### src/rtl/hc4_pkg.sv
// Shared definitions for the program-memory loader and the CPU fetch path.
// Latency: n/a (constants and types only).
// Backpressure: n/a.
package hc4_pkg;

    localparam int ADDR_W = 12;
    localparam int DATA_W = 8;
    localparam int MAX_LEN = 2 ** ADDR_W;

    localparam logic [DATA_W-1:0] PROG_HEADER = 8'hA5;

    typedef enum logic [3:0] {
        IDLE,
        LEN_H,
        LEN_L,
        ADR_H,
        ADR_L,
        DATA,
        CSUM,
        DONE,
        ERR
    } ld_state_t;

endpackage

### src/rtl/prog_loader_csum.sv
// 8-bit running-sum accumulator with clear and add-enable; flags a zero next sum.
// Latency: sum updates on the edge after add_en; nxt_zero is combinational.
// Backpressure: none, follows the caller's enables.
// Ports: clk/rst, clr (zero the sum), add_en + add_dat (accumulate),
//        nxt_zero (current sum plus add_dat wraps to 0x00).
module prog_loader_csum
    import hc4_pkg::*;
(
    input  logic              clk,
    input  logic              rst,
    input  logic              clr,
    input  logic              add_en,
    input  logic [DATA_W-1:0] add_dat,
    output logic              nxt_zero
);

    logic [DATA_W-1:0] sum;
    logic [DATA_W-1:0] nxt_sum;

    assign nxt_sum  = sum + add_dat;
    // The checksum byte itself is part of the sum, so the verdict looks at
    // the value the sum is about to take rather than the stored one.
    assign nxt_zero = (nxt_sum == '0);

    always_ff @(posedge clk) begin
        if (rst) begin
            sum <= '0;
        end else if (clr) begin
            sum <= '0;
        end else if (add_en) begin
            sum <= nxt_sum;
        end
    end

endmodule

### src/rtl/prog_loader.sv
// Fills the 4096x8 program RAM from a framed byte stream and holds the CPU meanwhile.
// Latency: a data byte accepted at edge N is written during cycle N+1; done/err one cycle after CSUM.
// Backpressure: in_ready drops only for the single DONE/ERR cycle; otherwise every byte is taken.
// Ports: clk/rst; in_valid/in_data/in_ready byte stream; mem_we/mem_addr/mem_wdata
//        RAM write port; cpu_hold CPU stall; done/err one-cycle result pulses.
module prog_loader
    import hc4_pkg::*;
(
    input  logic              clk,
    input  logic              rst,
    input  logic              in_valid,
    input  logic [DATA_W-1:0] in_data,
    output logic              in_ready,
    output logic              mem_we,
    output logic [ADDR_W-1:0] mem_addr,
    output logic [DATA_W-1:0] mem_wdata,
    output logic              cpu_hold,
    output logic              done,
    output logic              err
);

    // Count must hold MAX_LEN itself, hence one bit wider than the address.
    localparam int CNT_W = ADDR_W + 1;
    localparam logic [2*DATA_W-1:0] MAX_LEN_V = (2*DATA_W)'(MAX_LEN);

    ld_state_t          state;
    ld_state_t          state_nxt;
    logic               acc;
    logic               sum_clr;
    logic               sum_add;
    logic               sum_zero;
    logic [DATA_W-1:0]  len_h;
    logic [CNT_W-1:0]   len;
    logic [3:0]         adr_h;
    logic [ADDR_W-1:0]  addr;
    logic [CNT_W-1:0]   cnt;
    logic [2*DATA_W-1:0] len_full;
    logic               len_ok;

    assign in_ready = (state != DONE) && (state != ERR);
    assign done     = (state == DONE);
    assign err      = (state == ERR);
    assign acc      = in_valid && in_ready;

    assign len_full = {len_h, in_data};
    assign len_ok   = (len_full != '0) && (len_full <= MAX_LEN_V);

    // Every accepted byte after the header, through CSUM, feeds the sum.
    assign sum_add  = acc && (state != IDLE);

    prog_loader_csum u_csum (
        .clk      (clk),
        .rst      (rst),
        .clr      (sum_clr),
        .add_en   (sum_add),
        .add_dat  (in_data),
        .nxt_zero (sum_zero)
    );

    always_ff @(posedge clk) begin
        if (rst) begin
            state <= IDLE;
        end else begin
            state <= state_nxt;
        end
    end

    always_comb begin
        state_nxt = state;
        sum_clr   = 1'b0;
        case (state)
            IDLE: begin
                if (acc && (in_data == PROG_HEADER)) begin
                    state_nxt = LEN_H;
                    sum_clr   = 1'b1;
                end
            end
            LEN_H: if (acc) state_nxt = LEN_L;
            LEN_L: if (acc) state_nxt = len_ok ? ADR_H : ERR;
            ADR_H: if (acc) state_nxt = ADR_L;
            ADR_L: if (acc) state_nxt = DATA;
            DATA:  if (acc && (cnt == CNT_W'(1))) state_nxt = CSUM;
            CSUM:  if (acc) state_nxt = sum_zero ? DONE : ERR;
            DONE:  state_nxt = IDLE;
            ERR:   state_nxt = IDLE;
            default: state_nxt = IDLE;
        endcase
    end

    always_ff @(posedge clk) begin
        if (rst) begin
            len_h     <= '0;
            len       <= '0;
            adr_h     <= '0;
            addr      <= '0;
            cnt       <= '0;
            mem_we    <= 1'b0;
            mem_addr  <= '0;
            mem_wdata <= '0;
            cpu_hold  <= 1'b0;
        end else begin
            mem_we   <= 1'b0;
            cpu_hold <= (state_nxt != IDLE);
            if (acc) begin
                case (state)
                    LEN_H: len_h <= in_data;
                    // Only reached with a legal length when it matters (ERR otherwise).
                    LEN_L: len   <= len_full[CNT_W-1:0];
                    ADR_H: adr_h <= in_data[3:0];
                    ADR_L: begin
                        addr <= {adr_h, in_data};
                        cnt  <= len;
                    end
                    DATA: begin
                        mem_we    <= 1'b1;
                        mem_addr  <= addr;
                        mem_wdata <= in_data;
                        addr      <= addr + 1'b1;   // wraps 0xFFF -> 0x000
                        cnt       <= cnt - 1'b1;
                    end
                    default: ;
                endcase
            end
        end
    end

endmodule
### config.mk
export PLATFORM = sky130hd
export DESIGN_NAME = prog_loader
export DESIGN_NICKNAME = d
export VERILOG_FILES = /design/src/rtl/hc4_pkg.sv /design/src/rtl/prog_loader_csum.sv /design/src/rtl/prog_loader.sv
export SDC_FILE = /design/constraint.sdc
export NUM_CORES = 1
export LEC_CHECK = 0
export CAP_MARGIN = 20
export CORE_ASPECT_RATIO = 0.75
export CORE_MARGIN = 5
export CORE_UTILIZATION = 30
export CTS_CLUSTER_DIAMETER = 200
export DETAILED_ROUTE_END_ITERATION = 16
export PLACE_DENSITY = 0.49
export SLEW_MARGIN = 20
export SYNTH_ARGS = -nofsm -noshare
export SYNTH_HDL_FRONTEND = slang
export SYNTH_SLANG_ARGS = --single-unit
### constraint.sdc
create_clock -name clk -period 7.4 [get_ports clk]
set_input_delay 1.11 -clock clk [delete_from_list [all_inputs] [get_ports clk]]
set_output_delay 1.11 -clock clk [all_outputs]
set_load 0.05 [all_outputs]
==> results.md <==
* Layout Skew at approximately 7.2 ps
* Max Buffers Root-to-Sink at 2
* Placed Area at 0.00461 mm^2
* Reg area at about 0.0017 mm^2
* Combinational share of power at under 10%
* Synth cell count leaders: 98 x nand2_1, 84 x dfxtp_1, 81 x a21oi_1, 61 x nor2_1, 32 x clkbuf_1
* Yosys reg bits at 84
* R2r setup slk at 4710 ps
* Clk pin slew, worst setup/hold paths at 70 ps
* WP data required at approximately 7600 ps
* Most common cell in the synthesized netlist: nand2_1
* Fill count at between 1000 and 1500
* Slowest cell on crit path: or4_4
* Die area at about 0.016 mm^2
* Worst Tran Pin Value at 1010 ps
* Mapped Area at ~0.0041 mm^2
* CTS resizes at 0
* Core ar. at around 0.014 mm^2
* # Post-CTS Setup Buffers at 0
* Worst min-delay path startpoint: len[0]$_SDFFE_PP0P_
* Yosys top cell by area: dfxtp_1
* RR Endpoint: cnt[0]$_SDFFE_PP0P_
* Sequential share of power at 48.6%
* Sink Count at 84
* Site Rows at 37
* Psw at about 0.00022 W
* Largest net degree at the start of global routing at 74
* DRT Wirelength at around 11000 um
* Starting Density at between 30% and 40%
* Hold Path End: len[0]$_SDFFE_PP0P_
* Area grow syn2layout at 18.8%
* Post-synth EDFFs at 0
* Final routed DRC violation total at 0
* Top cells by area, synth: dfxtp_1 41%, a21oi_1 9.8%, nand2_1 8.9%
* F_max at roughly 0.27 GHz
* Hold Buf Count CTS at 0
* Clock power share at 47.8%
* Final period util at 50.1%
* Number of global-route vias before repair at between 3000 and 4000
* CTS root buf: clkbuf_16
* Synth top area share at around two fifths
* Port-buffer cells at 35
* FF-to-FF Start: state[2]$_SDFF_PP0_
* Power Density at 190 mW/mm^2
* Vias per std cell at 5.21
* RSZ-0062 raised after global routing: no
* CP Class: in2reg
* Die Ht at between 100 and 150 um
* Register area share after synthesis at about two fifths
* Outcome: finished clean
* Antenna-violating nets left at 0
* Min Hold Slack at about 460 ps
* Avg Inst Size Synth at ~7.8 um^2
* Area of the multi-input gates at 0.00230 mm^2
* Ys async rst share at 0%
* DP HPWL at around 7900 um
* Synth Flop Type: dfxtp_1
* Leakage at approximately 1.7 nW
* Total iterations of the first detailed-routing run at 5
* Clock latency on the worst-skew pair at 340 ps
* Min-delay worst type: reg2reg
* Total grt overflow at 0
* Crit path max fanout at 8
* Int Pwr at around 0.0007 W
* Final Instance Area at roughly 0.0049 mm^2
* H-Tree Depth at 3
* Post-synthesis cell count at roughly 530
* Nets@finish at 570
* Number of buffers created by CTS at 9
* Synth Net Count at 551
* ANT cells at 0
* Antenna violations before repair at 0
* Yosys warns at 0
* First-pass GRT wire length at approximately 19000 um
* Worst setup SP type: input port
* Arrival @ worst endpoint at ~4000 ps
* Critical path's largest stage delay at 570 ps
* R2r worst-path depth at 6
* Setup-failing EPs final at 0
* Width of the die at between 100 and 150 um
* Total GRT Usage at around 14%
* Worst Hold Depth at 2
* Routability cong. at 0.889
* Vias at 3791
* Slew headroom at 32.2%
* Yosys cell types at 51
* Slew Limit Fails at 0
* Wirelength per Cell at approximately 16 um
* Switching share of power at about a quarter
* Final TNS setup at 0 ps
* Layout cells sized above 1 at under 10%
* Final hold violations at 0
* # IOs at 36
* Final min period at between 3000 and 4000 ps
* CTS tree: yes
* Critical path, cell by cell: clkdlybuf4s50_1, ha_1, fa_1, a211oi_2, o21bai_1, a21oi_1, xnor2_1, or4_4, a32o_1
* Critical Path Sink Type: register
* First DRT Iteration DRCs at between 200 and 250
* Max Cap Viol at 0
* Max IR drop VDD at between 0.1 and 0.15 mV
==> worst max-delay path by stage <==
stage | startpoint | endpoint | slack [ps]
2_1_floorplan | state[1]$_SDFF_PP0_ | in_ready | 3460
3_3_place_gp | in_data[0] | state[3]$_SDFF_PP0_ | 3430
3_5_place_dp | in_data[0] | state[3]$_SDFF_PP0_ | 3380
4_1_cts | in_data[0] | state[3]$_SDFF_PP0_ | 3720
5_1_grt | in_data[0] | state[3]$_SDFF_PP0_ | 3580
6_report | in_data[0] | state[3]$_SDFF_PP0_ | 3690
==> through the flow <==
step	power (W)	setup slack, ps	utilization (%)	instances
2_1_floorplan	0.000481	3460	-	529
3_3_place_gp	0.000496	3430	33.9	712
3_5_place_dp	0.000496	3380	33.9	712
4_1_cts	0.000943	3720	36.0	728
5_1_grt	0.000965	3580	36.0	728
6_report	0.000930	3690	36.0	728
==> layout by cell type (no fill, tap or decap), drive strengths merged, types with 4 or more instances in the layout <==
cell / instances
xnor2: 10
nor3: 13
nand2: 98
buf: 8
or4: 4
nor3b: 5
o31ai: 4
clkbuf: 10
mux2i: 13
and3: 4
a211oi: 6
dfxtp: 84
o21ai: 23
o221ai: 6
clkdlybuf4s50: 34
xor2: 5
nor4: 5
ha: 10
a31oi: 4
a21oi: 81
o22ai: 5
nand3: 9
nand3b: 4
nor2: 61
nand2b: 4
inv: 8
==> final cells by class <==
type / count / area share, %
multi-input cells: 407 / 46.8
flip-flops and latches: 84 / 34.3
repair buffers: 42 / 8.12
clock buffers: 10 / 4.87
well taps: 175 / 4.47
clock inverters: 6 / 1.10
inverters: 4 / 0.306
==> sequential cells by signal, summed over array words and instances (netlist names) <==
signal	count
addr	12
adr_h	4
cnt	13
cpu_hold	1
len	13
len_h	8
mem_addr	12
mem_wdata	8
mem_we	1
state	4
u_csum.sum	8
==> per-layer routing <==
layer  GRT usage [%]  vias to the layer above  routed length, um
li1                -                     1898                  -
met1            21.3                     1798               6190
met2            20.4                       87               4730
met3            3.54                        8                459
met4            3.36                        0                 94
met5               0                        -                  0
==> logic make-up (layout without fill, tap and decap cells) <==
kind of cell / Yosys count / in the layout / share of synthesized area [%]
xor+xnor: 15 / 15 / 3.18
fa+ha+maj: 11 / 11 / 3.52
compound gates: 141 / 141 / 20.2
buf+inv: 38 / 62 / 3.73
mux: 13 / 13 / 3.15
flops: 84 / 84 / 40.8
simple gates: 227 / 227 / 25.5
==> critical path: cells and delay by family <==
kind                       cells  cell delay (ps)
AOI/OAI and AO/OA              4              830
adders and majority gates      2              760
and+or+nand+nor                1              570
buffers and inverters          1              560
xor gates and xnor gates       1              100
==> power by group through the flow <==
stage,registers [W],logic (W),clock network (W)
after floorplan,0.000462,0.0000188,0
after global placement,0.000462,0.0000337,0
after detailed placement,0.000462,0.0000337,0
after CTS,0.000452,0.0000338,0.000457
after global routing,0.000452,0.0000368,0.000477
final,0.000452,0.0000337,0.000444
Power figures use the tool's default switching activity.
